[config.mk]
export PLATFORM = sky130hd
export DESIGN_NAME = calc_exec_unit
export DESIGN_NICKNAME = d
export VERILOG_FILES = /design/src/rtl/calc_pkg.sv /design/src/rtl/calc_iter_div.sv /design/src/rtl/calc_exec_unit.sv
export SDC_FILE = /design/constraint.sdc
export NUM_CORES = 1
export LEC_CHECK = 0
export ABC_CLOCK_PERIOD_IN_PS = 11500
export BUFFER_PORTS_ARGS = -buffer_cell sky130_fd_sc_hd__buf_2
export CORE_ASPECT_RATIO = 1.1
export CORE_MARGIN = 3
export CORE_UTILIZATION = 65
export DETAILED_ROUTE_END_ITERATION = 6
export MAX_ROUTING_LAYER = met4
export PLACE_DENSITY = 0.83
export REMOVE_ABC_BUFFERS = 1
export SYNTH_ARGS = -nofsm -noshare
export SYNTH_HDL_FRONTEND = slang
export SYNTH_HIERARCHICAL = 1
export SYNTH_SLANG_ARGS = --single-unit
[constraint.sdc]
create_clock -name Clk -period 11.5 [get_ports Clk]
set_input_delay 1.15 -clock Clk [delete_from_list [all_inputs] [get_ports Clk]]
set_output_delay 1.15 -clock Clk [all_outputs]
set_load 0.02 [all_outputs]
[src/rtl/calc_pkg.sv]
// calc_pkg: operation indices, FSM state encoding and default operand width
// shared by calc_exec_unit and its divider step engine.
package calc_pkg;

  localparam int WIDTH_DEF = 8;

  localparam logic [2:0] OP_ADD     = 3'd0;
  localparam logic [2:0] OP_SUB     = 3'd1;
  localparam logic [2:0] OP_MULT    = 3'd2;
  localparam logic [2:0] OP_DIV     = 3'd3;
  localparam logic [2:0] OP_GCD     = 3'd4;
  localparam logic [2:0] OP_PRIME   = 3'd5;
  localparam logic [2:0] OP_SQRT    = 3'd6;
  localparam logic [2:0] OP_ILLEGAL = 3'd7;

  typedef enum logic [1:0] {
    S_IDLE = 2'd0,
    S_LOAD = 2'd1,
    S_ITER = 2'd2,
    S_FIN  = 2'd3
  } state_t;

  // Collapses the one-hot strobe vector to an index; anything not exactly one-hot is illegal.
  function automatic logic [2:0] op_decode(input logic [6:0] op);
    logic [2:0] idx;
    idx = OP_ILLEGAL;
    if ($countones(op) == 1) begin
      for (int i = 0; i < 7; i++) begin
        if (op[i]) idx = 3'(i);
      end
    end
    return idx;
  endfunction

endpackage

[src/rtl/calc_iter_div.sv]
// calc_iter_div: restoring divider, one quotient bit per clock, WIDTH steps per division.
// o_quo/o_rem present the result of the step currently being taken; o_last marks the final one.
module calc_iter_div #(
  parameter int WIDTH = 8
) (
  input  logic             i_clk,
  input  logic             i_rst_n,
  input  logic             i_start,
  input  logic [WIDTH-1:0] i_dividend,
  input  logic [WIDTH-1:0] i_divisor,
  output logic [WIDTH-1:0] o_quo,
  output logic [WIDTH-1:0] o_rem,
  output logic             o_last
);

  localparam int CW = $clog2(WIDTH + 1);

  logic [WIDTH-1:0] r_quo;
  logic [WIDTH-1:0] r_rem;
  logic [WIDTH-1:0] r_dvs;
  logic [CW-1:0]    r_cnt;
  logic [WIDTH:0]   w_sh;
  logic [WIDTH:0]   w_diff;
  logic             w_ge;

  // One restoring step: the borrow out of the trial subtraction decides the quotient bit.
  always_comb begin
    w_sh   = {r_rem, r_quo[WIDTH-1]};
    w_diff = w_sh - {1'b0, r_dvs};
    w_ge   = ~w_diff[WIDTH];
    o_quo  = {r_quo[WIDTH-2:0], w_ge};
    if (w_ge) o_rem = w_diff[WIDTH-1:0];
    else      o_rem = w_sh[WIDTH-1:0];
    o_last = (r_cnt == CW'(1));
  end

  // Step registers; a new start overrides any step in flight.
  always_ff @(posedge i_clk) begin
    if (!i_rst_n) begin
      r_quo <= '0;
      r_rem <= '0;
      r_dvs <= '0;
      r_cnt <= '0;
    end else if (i_start) begin
      r_quo <= i_dividend;
      r_rem <= '0;
      r_dvs <= i_divisor;
      r_cnt <= CW'(WIDTH);
    end else if (r_cnt != '0) begin
      r_quo <= o_quo;
      r_rem <= o_rem;
      r_cnt <= r_cnt - CW'(1);
    end
  end

endmodule

[src/rtl/calc_exec_unit.sv]
// calc_exec_unit: multi-cycle add/sub/mult/div/gcd/isprime/sqrt execution stage.
// Define CALC_EXEC_CYCLE_CNT_EN to add the cycle_cnt performance output.
module calc_exec_unit
  import calc_pkg::*;
#(
  parameter int WIDTH = WIDTH_DEF
) (
  input  logic               Clk,
  input  logic               Reset,
  input  logic               start,
  input  logic [6:0]         op,
  input  logic [WIDTH-1:0]   num1,
  input  logic [WIDTH-1:0]   num2,
  output logic [2*WIDTH-1:0] result,
  output logic [WIDTH-1:0]   remainder,
  output logic               neg,
  output logic               err,
  output logic               busy,
  output logic               done
`ifdef CALC_EXEC_CYCLE_CNT_EN
  ,
  output logic [2*WIDTH-1:0] cycle_cnt
`endif
);

  localparam int CW = $clog2(WIDTH + 1);
  localparam int HW = WIDTH / 2;
  localparam int SW = WIDTH + 2;

  state_t             r_state;
  logic [2:0]         r_opi;
  logic [WIDTH-1:0]   r_a, r_b, r_mp, r_gx, r_gy, r_rad, r_d;
  logic [2*WIDTH-1:0] r_acc, r_mc;
  logic [CW-1:0]      r_cnt;
  logic [SW-1:0]      r_sr;
  logic [HW-1:0]      r_sq;

  logic               w_div_start, w_div_last;
  logic [WIDTH-1:0]   w_div_dvs, w_div_quo, w_div_rem, w_d_next, w_rem;
  logic [2*WIDTH-1:0] w_acc_next, w_dsq, w_res;
  logic [SW-1:0]      w_sr_sh, w_sr_next;
  logic [HW-1:0]      w_sq_next;
  logic               w_fin, w_neg, w_err;

  calc_iter_div #(.WIDTH(WIDTH)) u_div (
    .i_clk      (Clk),
    .i_rst_n    (Reset),
    .i_start    (w_div_start),
    .i_dividend (r_a),
    .i_divisor  (w_div_dvs),
    .o_quo      (w_div_quo),
    .o_rem      (w_div_rem),
    .o_last     (w_div_last)
  );

  // Next-step values for the inline shift-add, non-restoring sqrt and trial-divisor datapaths.
  always_comb begin
    w_acc_next = r_acc + (r_mp[0] ? r_mc : {(2*WIDTH){1'b0}});
    w_sr_sh    = (r_sr << 2) | {{(SW-2){1'b0}}, r_rad[WIDTH-1 -: 2]};
    if (r_sr[SW-1]) w_sr_next = w_sr_sh + {{(SW-HW-2){1'b0}}, r_sq, 2'b11};
    else            w_sr_next = w_sr_sh - {{(SW-HW-2){1'b0}}, r_sq, 2'b01};
    w_sq_next  = {r_sq[HW-2:0], ~w_sr_next[SW-1]};
    w_d_next   = r_d + {{(WIDTH-1){1'b0}}, 1'b1};
    w_dsq      = (2*WIDTH)'(w_d_next) * (2*WIDTH)'(w_d_next);
  end

  // Completion detection, final values and divider launches.
  always_comb begin
    w_fin       = 1'b0;
    w_res       = '0;
    w_rem       = '0;
    w_neg       = 1'b0;
    w_err       = 1'b0;
    w_div_start = 1'b0;
    w_div_dvs   = r_b;
    case (r_state)
      S_LOAD: begin
        case (r_opi)
          OP_ADD: begin
            w_fin = 1'b1;
            w_res = (2*WIDTH)'(r_a) + (2*WIDTH)'(r_b);
          end
          OP_SUB: begin
            w_fin = 1'b1;
            if (r_a >= r_b) w_res = (2*WIDTH)'(r_a - r_b);
            else begin
              w_res = (2*WIDTH)'(r_b - r_a);
              w_neg = 1'b1;
            end
          end
          OP_MULT, OP_SQRT: w_fin = 1'b0;
          OP_DIV: begin
            if (r_b == '0) begin
              w_fin = 1'b1;
              w_err = 1'b1;
            end else w_div_start = 1'b1;
          end
          OP_GCD: begin
            if (r_a == '0) begin
              w_fin = 1'b1;
              w_res = (2*WIDTH)'(r_b);
            end else if (r_b == '0 || r_a == r_b) begin
              w_fin = 1'b1;
              w_res = (2*WIDTH)'(r_a);
            end else w_fin = 1'b0;
          end
          OP_PRIME: begin
            if (r_a < WIDTH'(4)) begin
              w_fin = 1'b1;
              w_res = {{(2*WIDTH-1){1'b0}}, (r_a >= WIDTH'(2))};
            end else begin
              w_div_start = 1'b1;
              w_div_dvs   = WIDTH'(2);
            end
          end
          default: begin
            w_fin = 1'b1;
            w_err = 1'b1;
          end
        endcase
      end
      S_ITER: begin
        case (r_opi)
          OP_MULT: begin
            if (r_cnt == CW'(1)) begin
              w_fin = 1'b1;
              w_res = w_acc_next;
            end else w_fin = 1'b0;
          end
          OP_DIV: begin
            if (w_div_last) begin
              w_fin = 1'b1;
              w_res = (2*WIDTH)'(w_div_quo);
              w_rem = w_div_rem;
            end else w_fin = 1'b0;
          end
          OP_GCD: begin
            if (r_gx == r_gy) begin
              w_fin = 1'b1;
              w_res = (2*WIDTH)'(r_gx);
            end else w_fin = 1'b0;
          end
          OP_PRIME: begin
            // Composite on the first exact divisor; prime once the next divisor squared exceeds num1.
            if (!w_div_last) w_fin = 1'b0;
            else if (w_div_rem == '0) w_fin = 1'b1;
            else if (w_dsq > (2*WIDTH)'(r_a)) begin
              w_fin = 1'b1;
              w_res = {{(2*WIDTH-1){1'b0}}, 1'b1};
            end else begin
              w_div_start = 1'b1;
              w_div_dvs   = w_d_next;
            end
          end
          OP_SQRT: begin
            if (r_cnt == CW'(1)) begin
              w_fin = 1'b1;
              w_res = (2*WIDTH)'(w_sq_next);
            end else w_fin = 1'b0;
          end
          default: begin
            w_fin = 1'b1;
            w_err = 1'b1;
          end
        endcase
      end
      default: w_fin = 1'b0;
    endcase
  end

  // Sequencer: operand capture, iteration registers and registered outputs.
  always_ff @(posedge Clk) begin
    if (!Reset) begin
      r_state   <= S_IDLE;
      r_opi     <= OP_ILLEGAL;
      r_a       <= '0;
      r_b       <= '0;
      r_mp      <= '0;
      r_gx      <= '0;
      r_gy      <= '0;
      r_rad     <= '0;
      r_d       <= '0;
      r_acc     <= '0;
      r_mc      <= '0;
      r_cnt     <= '0;
      r_sr      <= '0;
      r_sq      <= '0;
      result    <= '0;
      remainder <= '0;
      neg       <= 1'b0;
      err       <= 1'b0;
      busy      <= 1'b0;
      done      <= 1'b0;
    end else begin
      case (r_state)
        S_IDLE: begin
          if (start) begin
            r_opi   <= op_decode(op);
            r_a     <= num1;
            r_b     <= num2;
            neg     <= 1'b0;
            err     <= 1'b0;
            busy    <= 1'b1;
            r_state <= S_LOAD;
          end
        end
        S_LOAD: begin
          r_acc   <= '0;
          r_mc    <= (2*WIDTH)'(r_a);
          r_mp    <= r_b;
          r_gx    <= r_a;
          r_gy    <= r_b;
          r_rad   <= r_a;
          r_sr    <= '0;
          r_sq    <= '0;
          r_d     <= WIDTH'(2);
          r_cnt   <= (r_opi == OP_SQRT) ? CW'(HW) : CW'(WIDTH);
          r_state <= S_ITER;
        end
        S_ITER: begin
          r_cnt <= r_cnt - CW'(1);
          r_acc <= w_acc_next;
          r_mc  <= r_mc << 1;
          r_mp  <= r_mp >> 1;
          if (r_gx > r_gy)      r_gx <= r_gx - r_gy;
          else if (r_gy > r_gx) r_gy <= r_gy - r_gx;
          r_rad <= r_rad << 2;
          r_sr  <= w_sr_next;
          r_sq  <= w_sq_next;
          if (w_div_start) r_d <= w_d_next;
        end
        S_FIN: begin
          done    <= 1'b0;
          r_state <= S_IDLE;
        end
        default: r_state <= S_IDLE;
      endcase
      if (w_fin) begin
        result    <= w_res;
        remainder <= w_rem;
        neg       <= w_neg;
        err       <= w_err;
        busy      <= 1'b0;
        done      <= 1'b1;
        r_state   <= S_FIN;
      end
    end
  end

`ifdef CALC_EXEC_CYCLE_CNT_EN
  // Busy-cycle counter, cleared on an accepted start and frozen outside LOAD/ITER.
  always_ff @(posedge Clk) begin
    if (!Reset) cycle_cnt <= '0;
    else if (r_state == S_IDLE && start) cycle_cnt <= '0;
    else if (r_state == S_LOAD || r_state == S_ITER) cycle_cnt <= cycle_cnt + (2*WIDTH)'(1);
  end
`endif

endmodule

Word level (Yosys, flattened, before mapping)
Index checks and enable logic that the tools add are counted.
{"block": "totals", "regBits": 167, "input_bits": 26, "out_inout_bits": 28, "wordCells": 187}
{"block": "op_classes", "add_sub_neg": 18, "mul": 1, "n_lt_le_gt_ge": 6, "n_eq_ne": 19, "n_mux": 90, "bitwise_logic": 4, "n_reduce_logical": 24}
{"operator": "$mux W8", "count": 20}
{"operator": "$pmux W16 S2", "count": 3}
{"operator": "$pmux W8 S2", "count": 6}
{"operator": "$pmux W16 S5", "count": 1}
{"operator": "$pmux W16 S4", "count": 1}
{"operator": "$mux W16", "count": 3}
{"operator": "$mux W1", "count": 30}
{"operator": "$logic_not A8 Y1", "count": 3}
{"operator": "$mux W3", "count": 8}
{"operator": "$pmux W10 S2", "count": 1}
{"operator": "$sub A8 B8 Y9", "count": 2}
{"operator": "$add A16 B16 Y16", "count": 1}
{"operator": "$eq A8 B8 Y1", "count": 2}
{"operator": "$gt A16 B8 Y1", "count": 1}
{"operator": "$gt A8 B8 Y1", "count": 2}
{"operator": "$mul A8 B8 Y16", "count": 1}
{"operator": "$mux W4", "count": 4}
{"operator": "$pmux W4 S2", "count": 2}
{"operator": "$sub A8 B8 Y8", "count": 2}
{"operator": "$eq A4 B1 Y1 const B", "count": 3}
{"operator": "$add A10 B6 Y10", "count": 1}
{"operator": "$mux W10", "count": 1}
{"operator": "$or A10 B2 Y10", "count": 1}
{"operator": "$pmux W1 S2", "count": 5}
{"operator": "other kinds (34)", "count": 58}

Logic depth before layout (Yosys ltp)
Gate-level depths: netlist of the first run.
{"block": "logic_depth", "depth_word": 10, "mapped_depth": 33}

Modules after synthesis
The synthesis of the first run kept the hierarchy.
{"module": "calc_exec_unit", "n_inst": 1, "cells_each": 1391, "area_each_um2": 10855.4}
{"module": "calc_iter_div", "n_inst": 1, "cells_each": 216, "area_each_um2": 1767.9}

Least setup slack after synthesis of the first run
No wires, ideal clock.
{"block": "synth_timing", "path_type": "flip-flop to flip-flop", "start": "register r_d[0]", "end": "register u_div.r_rem[7]", "setup_ps": 116, "t_arrival_ps": 6500, "required_time_ps": 11384, "setup_slack_ps": 4884, "path_stages_with_launch": 27, "n_path_buf": 2, "period_less_slack_ps": 6616, "path_cell_list": "dfxtp_1 > ha_1 > nand3_1 > nor2_2 > xnor2_1 > nand2b_1 > inv_1 > fa_1 > fa_1 > inv_1 > fa_1 > fa_1 > inv_1 > ha_1 > o211ai_1 > a21oi_1 > o21ai_0 > a311o_1 > a222oi_1 > nand4_1 > o21ai_0 > clkbuf_1 > inv_1 > nand2_1 > clkbuf_1 > nor2_1 > a31o_2"}
{"block": "synth_between", "elab_chain_cells": 9}
{"item": "start: declaration", "line_no": "calc_exec_unit.sv:32", "text": "logic [WIDTH-1:0] r_a, r_b, r_mp, r_gx, r_gy, r_rad, r_d;"}
{"item": "start signal: assignment", "line_no": "calc_exec_unit.sv:230", "text": "if (w_div_start) r_d <= w_d_next;"}
{"item": "$add A8 B1 Y8", "line_no": "calc_exec_unit.sv:63", "text": "w_d_next = r_d + {{(WIDTH-1){1'b0}}, 1'b1};"}
{"item": "$mul A8 B8 Y16", "line_no": "calc_exec_unit.sv:64", "text": "w_dsq = (2*WIDTH)'(w_d_next) * (2*WIDTH)'(w_d_next);"}
{"item": "$gt A16 B8 Y1", "line_no": "calc_exec_unit.sv:147", "text": "else if (w_dsq > (2*WIDTH)'(r_a)) begin"}
{"item": "$mux W1", "line_no": "calc_exec_unit.sv:147"}
{"item": "$mux W1", "line_no": "calc_exec_unit.sv:146", "text": "else if (w_div_rem == '0) w_fin = 1'b1;"}
{"item": "$mux W1", "line_no": "calc_exec_unit.sv:145", "text": "if (!w_div_last) w_fin = 1'b0;"}
{"item": "$mux W1", "line_no": "calc_exec_unit.sv:123", "text": "case (r_opi)"}
{"item": "$pmux W1 S2", "line_no": "calc_exec_unit.sv:76", "text": "case (r_state)"}
{"item": "net w_div_start", "line_no": "calc_exec_unit.sv:38", "text": "logic w_div_start, w_div_last;"}
{"item": "$reduce_or A2 Y1 (no source line)"}
{"item": "end signal: assignment", "line_no": "calc_iter_div.sv:51", "text": "r_rem <= o_rem;"}
{"item": "end: declaration", "line_no": "calc_iter_div.sv:19", "text": "logic [WIDTH-1:0] r_rem;"}
The timed path passes the listed nets, and every way through them passes these cells.
A chain may end at the register's enable or synchronous reset.

Worst setup path after layout of the first run
Same ends and word-level chain as after synthesis.

==> summary.md, run 1 <==
| Metric | Value |
|---|---|
| Crit path from | `r_d[0]` |
| Fillers | `1518` |
| DRT Wirelength | `33300 um` |
| Synth top cells by count | `a21oi_1 (192), dfxtp_1 (165), nand2_1 (145)` |
| CTS clk-pin slew, worst paths | `70 ps` |
| Peak VDD IR | `0.178 mV` |
| Vias in the first global route | `10900` |
| Vias after detailed routing | `11400` |
| Final setup vio count | `0` |
| WP data arrival | `8330 ps` |
| Placed Area | `0.0129 mm2` |
| Port bufs | `53` |
| Reg2reg setup slack | `3490 ps` |
| Crit path launch type | `register` |
| CTS Sinks | `165` |
| Worst-Skew Late Latency | `430 ps` |
| Clk_skew | `14.8 ps` |
| Longest Clk Path Bufs | `2` |
| Yosys warnings | `6` |
| Pleak | `5.74 nW` |
| Syn_area_per_cell | `7.86 um2` |
| Remaining DRCs | `0` |
| CTS root buf | `clkbuf_16` |
| Number of synthesized register bits | `165` |
| Final hold vios | `0` |
| Die ar. | `0.0211 mm2` |
| Hold WC Path Type | `reg2reg` |
| Post-route cell area | `0.0135 mm2` |
| Fmax | `0.125 GHz` |
| Starting Density | `67.4%` |
| RSZ-0062 raised after global routing | `no` |
| Cell count after synthesis | `1607` |
| Post-synth EDFFs | `0` |
| I/O pin total | `54` |
| Layout cells sized above 1 | `8.49%` |
| Fin util | `72.1%` |
| Fin crit period | `8010 ps` |
| Iter 0 DRT Violations | `894` |
| DRT Pass-1 Iters | `7` |
| Post-DRT Antenna Nets | `0` |
| Hold-fix buffers at CTS | `0` |
| Via/cell ratio | `6.16` |
| Die height | `152 um` |
| Fin nets | `1781` |
| Worst R2R End | `u_div/r_rem[7]` |
| First-pass GRT wire length | `54400 um` |
| Inserted Diodes | `0` |
| Tot GR Track Use | `31.8%` |
| Seq/Total Area, Yosys | `26.2%` |
| Max-slew violations | `0` |
| Largest net degree at the start of global routing | `77` |
| Dominant synthesized flop cell | `dfxtp_1` |
| Relative slew margins | `28.6%` |
| Routed len/inst | `17.9 um` |
| Reg2reg start | `r_d[0]` |
| Crit path capture | `u_div/r_rem[7]` |
| H-tree depth | `4` |
| Max cap viols | `0` |
| Top cell type's share of synthesized area | `26.2%` |
| PD cells | `232 mW/mm2` |
| Die width | `139 um` |
| Crit path kind | `reg2reg` |
| Synth top area cells | `dfxtp_1 (26%), ha_1 (12%), a21oi_1 (7.6%)` |
| Setup_tns | `0 ps` |
| Dpl hpwl | `24400 um` |
| WP data required | `11820 ps` |
| Worst Tran Pin Value | `1060 ps` |
| Synth Cell Area | `0.0126 mm2` |
| Status | `finished, final reports clean` |
| CTS buffer count | `17` |
| Most common cell in the netlist | `a21oi_1` |
| # rows | `52` |
| Post-CTS Resized | `0` |
| Yosys top cell by area | `dfxtp_1` |
| Initial antenna violation count | `0` |
| Setup Buffers After CTS | `0` |
| Final Cycle Share | `69.7%` |
| Count of different cell masters after synthesis | `82` |
| Layout area overhead | `7.08%` |
| CTS tree | `built` |
| Synth async-reset ratio | `0%` |
| CP Capture Type | `register` |
| Crit-path max FO | `25` |
| Reg2Reg Depth | `25` |
| GPL Wtd Cong | `0.981` |
| GRT overflow | `0` |
| Core ar. | `0.0187 mm2` |
-- how the worst min path moves through the flow --
stage,endpoint,slack (ps),cells after the start,start
3_3_place_gp,busy,450,1,busy
2_1_floorplan,r_mc[15],440,2,r_mc[15]
3_5_place_dp,busy,450,1,busy
5_1_grt,remainder[3],480,1,remainder[3]
4_1_cts,busy,470,1,busy
6_report,busy,460,1,busy
-- cell families after synthesis --
kind of cell             after synthesis  share of synthesized area, %
AO/OA/AOI/OAI                        458                          22.5
buffers and inverters                224                          7.16
multiplexers                          32                          2.72
XOR/XNOR                              69                          4.90
flip-flops                           165                          26.2
adder cells (fa/ha/maj)              155                          17.5
other                                  2                        0.0595
AND/OR/NAND/NOR                      502                          19.0
-- per-layer routing --
layer	track usage, %	vias to the layer above	routed length, um
met5	-	-	0
met4	12.0	0	1280
met3	4.17	92	2040
met2	51.2	435	15500
met1	41.0	5366	14400
li1	-	5534	-
-- where the power goes --
group	total (W)	switching (W)	internal, W
combinational	0.00169	0.00106	0.000634
clock	0.000603	0.000255	0.000348
sequential	0.000843	0.000137	0.000706
total	0.00314	0.00145	0.00169
-- state kept, by name (all words and copies together), names as in the netlist, 2 cells and up --
name / cells
r_d: 8
r_acc: 16
r_gx: 8
r_gy: 8
r_rad: 8
r_mc: 15
r_cnt: 4
u_div/r_dvs: 8
r_sr: 9
result: 16
r_state: 2
u_div/r_rem: 8
u_div/r_cnt: 4
r_sq: 4
remainder: 8
r_opi: 3
u_div/r_quo: 8
r_a: 8
r_mp: 8
r_b: 8
-- placed cells by master (no fill, tap or decap), types with 10 or more instances in the layout --
cell type / Yosys / layout
and2_1: 24 / 24
buf_4: 10 / 14
or3_1: 11 / 11
o21a_1: 11 / 11
clkbuf_16: 0 / 17
a21o_1: 23 / 23
a31oi_1: 13 / 13
a211oi_1: 21 / 21
nor3_1: 27 / 27
nor2b_1: 42 / 42
nand2b_1: 26 / 26
xor2_1: 22 / 22
fa_1: 36 / 36
mux2i_1: 20 / 20
xnor2_1: 46 / 46
nand2_1: 145 / 145
a21oi_1: 192 / 192
nor2_1: 139 / 139
nand4_1: 12 / 12
buf_2: 2 / 53
mux2_2: 10 / 10
nand3_1: 42 / 42
ha_1: 119 / 117
o21ai_0: 89 / 88
a22o_1: 12 / 12
dfxtp_1: 165 / 165
inv_1: 131 / 130
-- worst max-delay path: stages, from the launching register on --
cell and delay [ps]:
dfxtp_1 440, ha_1 290, nand3_1 140, nor2_2 60, xnor2_1 650, nand2b_1 240, inv_1 70, fa_1 500
fa_1 560, inv_1 60, fa_1 510, fa_1 550, inv_1 40, ha_1 360, o211ai_1 110, a21oi_1 260
o21ai_0 170, a311o_1 360, a222oi_1 830, nand4_1 420, o21ai_2 150, buf_4 310, inv_1 130, nand2_1 280
nor2_1 110, a31o_2 280
-- through the flow --
stage               hold slack [ps]  setup WS [ps]  power [W]  instances
floorplan                       441           4110    0.00205       1514
detailed placement              452           3620    0.00250       1824
global route                    481           2980    0.00336       1856
global placement                446           3960    0.00246       1824
CTS                             468           3610    0.00312       1856
finish                          463           3490    0.00314       1856
-- area by class of cell --
| cell class | instances | area (um2) | area share [%] |
|---|---|---|---|
| Clock inverter | 15 | 196 | 1.45 |
| Inverter | 131 | 492 | 3.64 |
| Sequential cell | 165 | 3300 | 24.4 |
| Tap cell | 243 | 304 | 2.25 |
| Clock buffer | 17 | 425 | 3.15 |
| Multi-Input combinational cell | 1218 | 8430 | 62.3 |
| Timing Repair Buffer | 67 | 370 | 2.74 |
Note: power is estimated with default switching activity, not from simulation.
==> run 2, diff against run 1 <==
ABC_CLOCK_PERIOD_IN_PS = 7800   (was 11500)
CORE_UTILIZATION = 63   (was 65)
PLACE_DENSITY = 0.81   (was 0.83)
clock period = 7.8 ns   (was 11.5 ns; I/O delays follow)
==> run 2 against run 1 <==
Non-clock buffer count increased by 2. Register-to-register slack worse by 2700 ps. Clock skew shrank 2.6 ps. Design area about the same. Sequential power increased by 48%. First-iteration DRC count grew 23%. Total power rose by 48%. Die area grew 3.0%. Wire length is 3.4% higher.
==> summary.md, run 2 (synthesis gave the netlist of run 1 again) <==
| Metric | Value |
|---|---|
| Pleak | `5.73 nW` |
| DRT Pass-1 Iters | `6` |
| CP max-delay cell | `xor2_1` |
| Port bufs | `53` |
| Fin nets | `1783` |
| Fin crit period | `7060 ps` |
| Final setup vio count | `0` |
| Fmax | `0.142 GHz` |
| Remaining DRCs | `0` |
| Relative slew margins | `39.1%` |
| Final Cycle Share | `90.5%` |
| Most common cell after layout, fill and taps aside | `a21oi_1` |
| H-tree depth | `4` |
| First-pass GRT wire length | `56600 um` |
| WP data required | `8140 ps` |
| Biggest regs | `r_acc (16), result (16), r_mc (15)` |
| Starting Density | `65.2%` |
| Vias after detailed routing | `11500` |
| I/O pin total | `54` |
| GPL Wtd Cong | `1.02` |
| Inserted Diodes | `0` |
| Die ar. | `0.0218 mm2` |
| Crit path launch type | `register` |
| Setup_tns | `0 ps` |
| CTS root buf | `clkbuf_16` |
| Post-DRT Antenna Nets | `0` |
| Crit path kind | `reg2reg` |
| Peak VDD IR | `0.386 mV` |
| Vias in the first global route | `11200` |
| Routed len/inst | `18.5 um` |
| Hold-fix buffers at CTS | `0` |
| Clock power share | `18.6%` |
| Largest net degree at the start of global routing | `75` |
| Longest Clk Path Bufs | `2` |
| Max-slew violations | `0` |
| Via/cell ratio | `6.18` |
| CP Capture Type | `register` |
| Initial antenna violation count | `0` |
| Switch Pwr | `0.00225 W` |
| Layout area overhead | `7.04%` |
| RSZ-0062 raised after global routing | `no` |
| Iter 0 DRT Violations | `1104` |
| Core ar. | `0.0194 mm2` |
| Combinational Power Share | `54.5%` |
| Die height | `154 um` |
| WP data arrival | `7410 ps` |
| WP buf/inv | `5` |
| CTS buffer count | `17` |
| Switching share of power | `48.3%` |
| # rows | `53` |
| Pint | `0.00241 W` |
| Sequential power share | `26.9%` |
| Most frequent cells in the layout | `a21oi_1 (192), dfxtp_1 (165), nand2_1 (145), nor2_1 (139), inv_1 (130)` |
| Crit-path max FO | `13` |
| Layout cells sized above 1 | `8.67%` |
| CTS Sinks | `165` |
| DRT Wirelength | `34400 um` |
| CTS tree | `built` |
| Crit path largest cell delay | `640 ps` |
| GRT overflow | `0` |
| PD cells | `344 mW/mm2` |
| Hold WC Path Type | `reg2reg` |
| Family with the most delay on the worst path | `adder cells` |
| Critical path cell sequence | `ha_1 > nand3_1 > xor2_1 > nand2b_1 > fa_1 > inv_1 > fa_1 > fa_1 > inv_1 > fa_1 > inv_1 > ha_1 > nand4_1 > nor2_1 > o21ai_0 > a311o_1 > a222oi_1 > buf_4 > nand4_1 > o21ai_2 > inv_1 > nand2_1 > nor2_1 > a31o_2` |
| CTS clk-pin slew, worst paths | `70 ps` |
| Final hold vios | `0` |
| Die width | `141 um` |
| Worst-Skew Late Latency | `450 ps` |
| Worst Tran Pin Value | `914 ps` |
| Fillers | `1622` |
| Dpl hpwl | `25000 um` |
| Tot GR Track Use | `32.8%` |
| Clk_skew | `12.1 ps` |
| Status | `finished, final reports clean` |
| Max cap viols | `0` |
| Fin util | `69.8%` |
[run 2: changes by cell type in the layout (fill, tap and decap cells not counted)]
cell and delta:
a31o_2 +1, clkinv_2 -2, clkinv_8 +2, inv_8 +6, clkinvlp_4 -1, a31o_1 -1, bufinv_16 -3, inv_6 -2
buf_4 +2
[run 2: what timing repair did]
item / 4_1_cts / 5_1_grt
gates resized for setup: 0 / 1
buffers inserted: 0 / 0
endpoints found under the setup margin: 0 / 10
[run 2: path summary, 6_finish.rpt]
| kind | cells past startpoint | start | slack (ps) | endpoint |
|---|---|---|---|---|
| max | 24 | r_d[0] | 740 | u_div/r_rem[7] |
| min | 2 | r_mc[15] | 470 | r_mc[15] |
| max reg2reg | 24 | r_d[0] | 740 | u_div/r_rem[7] |
| min reg2reg | 2 | r_mc[15] | 470 | r_mc[15] |
[run 2: through the flow]
| stage | worst slack [ps] | total power [W] | hold slack (ps) | cell area, um2 | std cells |
|---|---|---|---|---|---|
| finish | 738 | 0.00465 | 466 | 13500 | 1862 |
| detailed placement | 646 | 0.00373 | 455 | 12900 | 1830 |
| floorplan | 414 | 0.00303 | 441 | 12200 | 1514 |
| global route | 158 | 0.00496 | 483 | 13500 | 1862 |
| CTS | 586 | 0.00461 | 472 | 13500 | 1862 |
| global placement | 890 | 0.00367 | 445 | 12900 | 1830 |
[run 2: area by class of cell]
type,count,area (um2),area share (%)
clock buffers,17,425,3.15
flip-flops and latches,165,3300,24.4
multi-input cells,1218,8430,62.4
repair buffers,69,385,2.85
inverters,131,492,3.64
clock inverters,15,171,1.27
well taps,247,309,2.29
[run 2: power groups by stage]
| stage | Combinational [W] | Clock (W) | Sequential (W) |
|---|---|---|---|
| 6_report | 0.00254 | 0.000867 | 0.00125 |
| 5_1_grt | 0.00279 | 0.000906 | 0.00127 |
| 4_1_cts | 0.00249 | 0.000875 | 0.00124 |
| 3_5_place_dp | 0.00247 | 0 | 0.00126 |
| 3_3_place_gp | 0.00242 | 0 | 0.00125 |
| 2_1_floorplan | 0.00179 | 0 | 0.00123 |
[run 2: worst register-to-register path: cells and delay by family (launching register included)]
| kind | cells | cell delay, ps |
|---|---|---|
| fa+ha+maj | 6 | 2560 |
| simple gates | 7 | 1350 |
| compound gates | 5 | 1330 |
| xor+xnor | 1 | 640 |
| flops | 1 | 560 |
| buf+inv | 5 | 530 |
[run 2: per-layer routing]
| metal | track usage, % | up-vias | share of wire, % |
|---|---|---|---|
| li1 | - | 5554 | - |
| met1 | 41.3 | 5419 | 43 |
| met2 | 52.5 | 437 | 47 |
| met3 | 5.66 | 101 | 6.8 |
| met4 | 13.2 | 0 | 3.7 |
| met5 | - | - | 0 |
==> run 3, diff against run 2 <==
ABC_CLOCK_PERIOD_IN_PS = 8430   (was 7800)
CORE_UTILIZATION = 65   (was 63)
PLACE_DENSITY = 0.83   (was 0.81)
clock period = 8.43 ns   (was 7.8 ns; I/O delays follow)
==> run 3 against run 2 <==
Setup slack better by 120 ps. Critical endpoint unchanged. Via count decreased by 1.5%. Highest routed layer unchanged. Clock skew shrank 0.77 ps. Clock power fell by 12%. Hold slack worse by 3.5 ps. Critical path depth up 3. Largest cell class unchanged. Design area shrank 0.25%. Die area is 3.0% lower.
==> summary.md, run 3 (synthesis gave the netlist of run 1 again) <==
| Metric | Value |
|---|---|
| Setup Buffers After CTS | `0` |
| Crit-path max FO | `14` |
| Vias after detailed routing | `11300` |
| Crit path kind | `reg2reg` |
| Tot GR Track Use | `31.2%` |
| Remaining DRCs | `0` |
| Routed len/inst | `17.5 um` |
| Longest Clk Path Bufs | `2` |
| Hold WC Path Type | `reg2reg` |
| Reg2Reg Depth | `27` |
| Iter 0 DRT Violations | `955` |
| GPL Wtd Cong | `0.983` |
| # rows | `52` |
| Max cap viols | `0` |
| Most frequent cells in the layout | `a21oi_1 (192), dfxtp_1 (165), nand2_1 (145), nor2_1 (139), inv_1 (130)` |
| Die width | `139 um` |
| Pleak | `5.72 nW` |
| Final Cycle Share | `89.8%` |
| Fmax | `0.132 GHz` |
| Post-DRT Antenna Nets | `0` |
| Final std cells w/o fill | `1858` |
| Fin nets | `1783` |
| WP data arrival | `7890 ps` |
| Max-slew violations | `0` |
| CTS buffer count | `17` |
| Hold-fix buffers at CTS | `0` |
| CTS Sinks | `165` |
| Hold path depth | `1` |
| CTS tree | `built` |
| Core ar. | `0.0187 mm2` |
| Via/cell ratio | `6.10` |
| Post-CTS Resized | `0` |
| Fin util | `71.9%` |
| WP data required | `8750 ps` |
| Relative slew margins | `13.2%` |
| Final hold vios | `0` |
| Most common cell after layout, fill and taps aside | `a21oi_1` |
| DRT Pass-1 Iters | `5` |
| Layout cells sized above 1 | `8.54%` |
| Port bufs | `53` |
| Status | `finished, final reports clean` |
| Placed Instances | `1826` |
| Starting Density | `67.4%` |
| Initial antenna violation count | `0` |
| Dpl hpwl | `23800 um` |
| Inserted Diodes | `0` |
| I/O pin total | `54` |
| CP Capture Type | `register` |
| CTS clk-pin slew, worst paths | `70 ps` |
| Die ar. | `0.0211 mm2` |
| Vias in the first global route | `10800` |
| GRT overflow | `0` |
| Peak VDD IR | `0.429 mV` |
| Die height | `152 um` |
| PD cells | `315 mW/mm2` |
| Fin crit period | `7570 ps` |
| Largest net degree at the start of global routing | `78` |
| DRT Wirelength | `32500 um` |
| Crit path launch type | `register` |
| H-tree depth | `4` |
| Biggest regs | `r_acc (16), result (16), r_mc (15)` |
| Clk_skew | `11.4 ps` |
| CTS root buf | `clkbuf_16` |
| First-pass GRT wire length | `53900 um` |
| RSZ-0062 raised after global routing | `no` |
| Layout area overhead | `6.77%` |
| Final setup vio count | `0` |
| Worst-Skew Late Latency | `430 ps` |
| Setup_tns | `0 ps` |
| Worst Tran Pin Value | `1300 ps` |
-- run 3: path summary, 6_finish.rpt --
path	from	endpoint	slack (ps)
setup / recovery	r_d[0]	u_div/r_rem[7]	860
hold / removal	busy	busy	460
setup reg to reg	r_d[0]	u_div/r_rem[7]	860
hold reg to reg	busy	busy	460
-- run 3: layout make-up --
class / instances / area (um2)
Multi-Input combinational cell: 1218 / 8430
Fill cell: 1537 / 5260
Sequential cell: 165 / 3300
Inverter: 131 / 492
Clock buffer: 18 / 429
Timing Repair Buffer: 69 / 385
Tap cell: 243 / 304
Clock inverter: 14 / 139
-- run 3: through the flow --
stage          setup slack, ps  power, W  hold slack [ps]  cell area [um2]
2_1_floorplan             1040   0.00280              441            12200
3_3_place_gp              1210   0.00336              444            12900
3_5_place_dp              1010   0.00342              452            12900
4_1_cts                    908   0.00420              468            13500
5_1_grt                    218   0.00453              487            13500
6_report                   858   0.00424              463            13500
-- run 3: report_power, final --
part	internal [W]	total [W]	switching [W]
sequential	0.000963	0.00115	0.000191
combinational	0.000864	0.00232	0.00146
clock	0.000416	0.000767	0.000352
-- run 3: routing by layer --
metal  vias to the layer above  routed length, um  part of all wire, %  global-route usage [%]
li1                       5561                  -                    -                       -
met1                      5326              14500                   45                    41.1
met2                       367              15000                   46                    50.0
met3                        84               2060                  6.3                    4.77
met4                         0               1020                  3.1                    9.41
met5                         -                  0                    0                       -
-- run 3: critical path: stages, from the launching register on --
cell and delay (ps):
dfxtp_1 580, ha_1 260, nand3_1 130, nor2_2 140, xnor2_1 260, buf_4 230
nand2b_1 150, inv_1 70, fa_1 480, fa_1 550, inv_1 50, fa_1 500
fa_1 540, inv_1 40, ha_1 350, o211ai_1 110, a21oi_1 260, o21ai_0 180
a311o_1 370, a222oi_1 370, buf_4 220, nand4_1 270, o21ai_2 370, buf_4 310
nor2b_1 150, nand3_1 120, o41ai_1 110, a31o_2 260
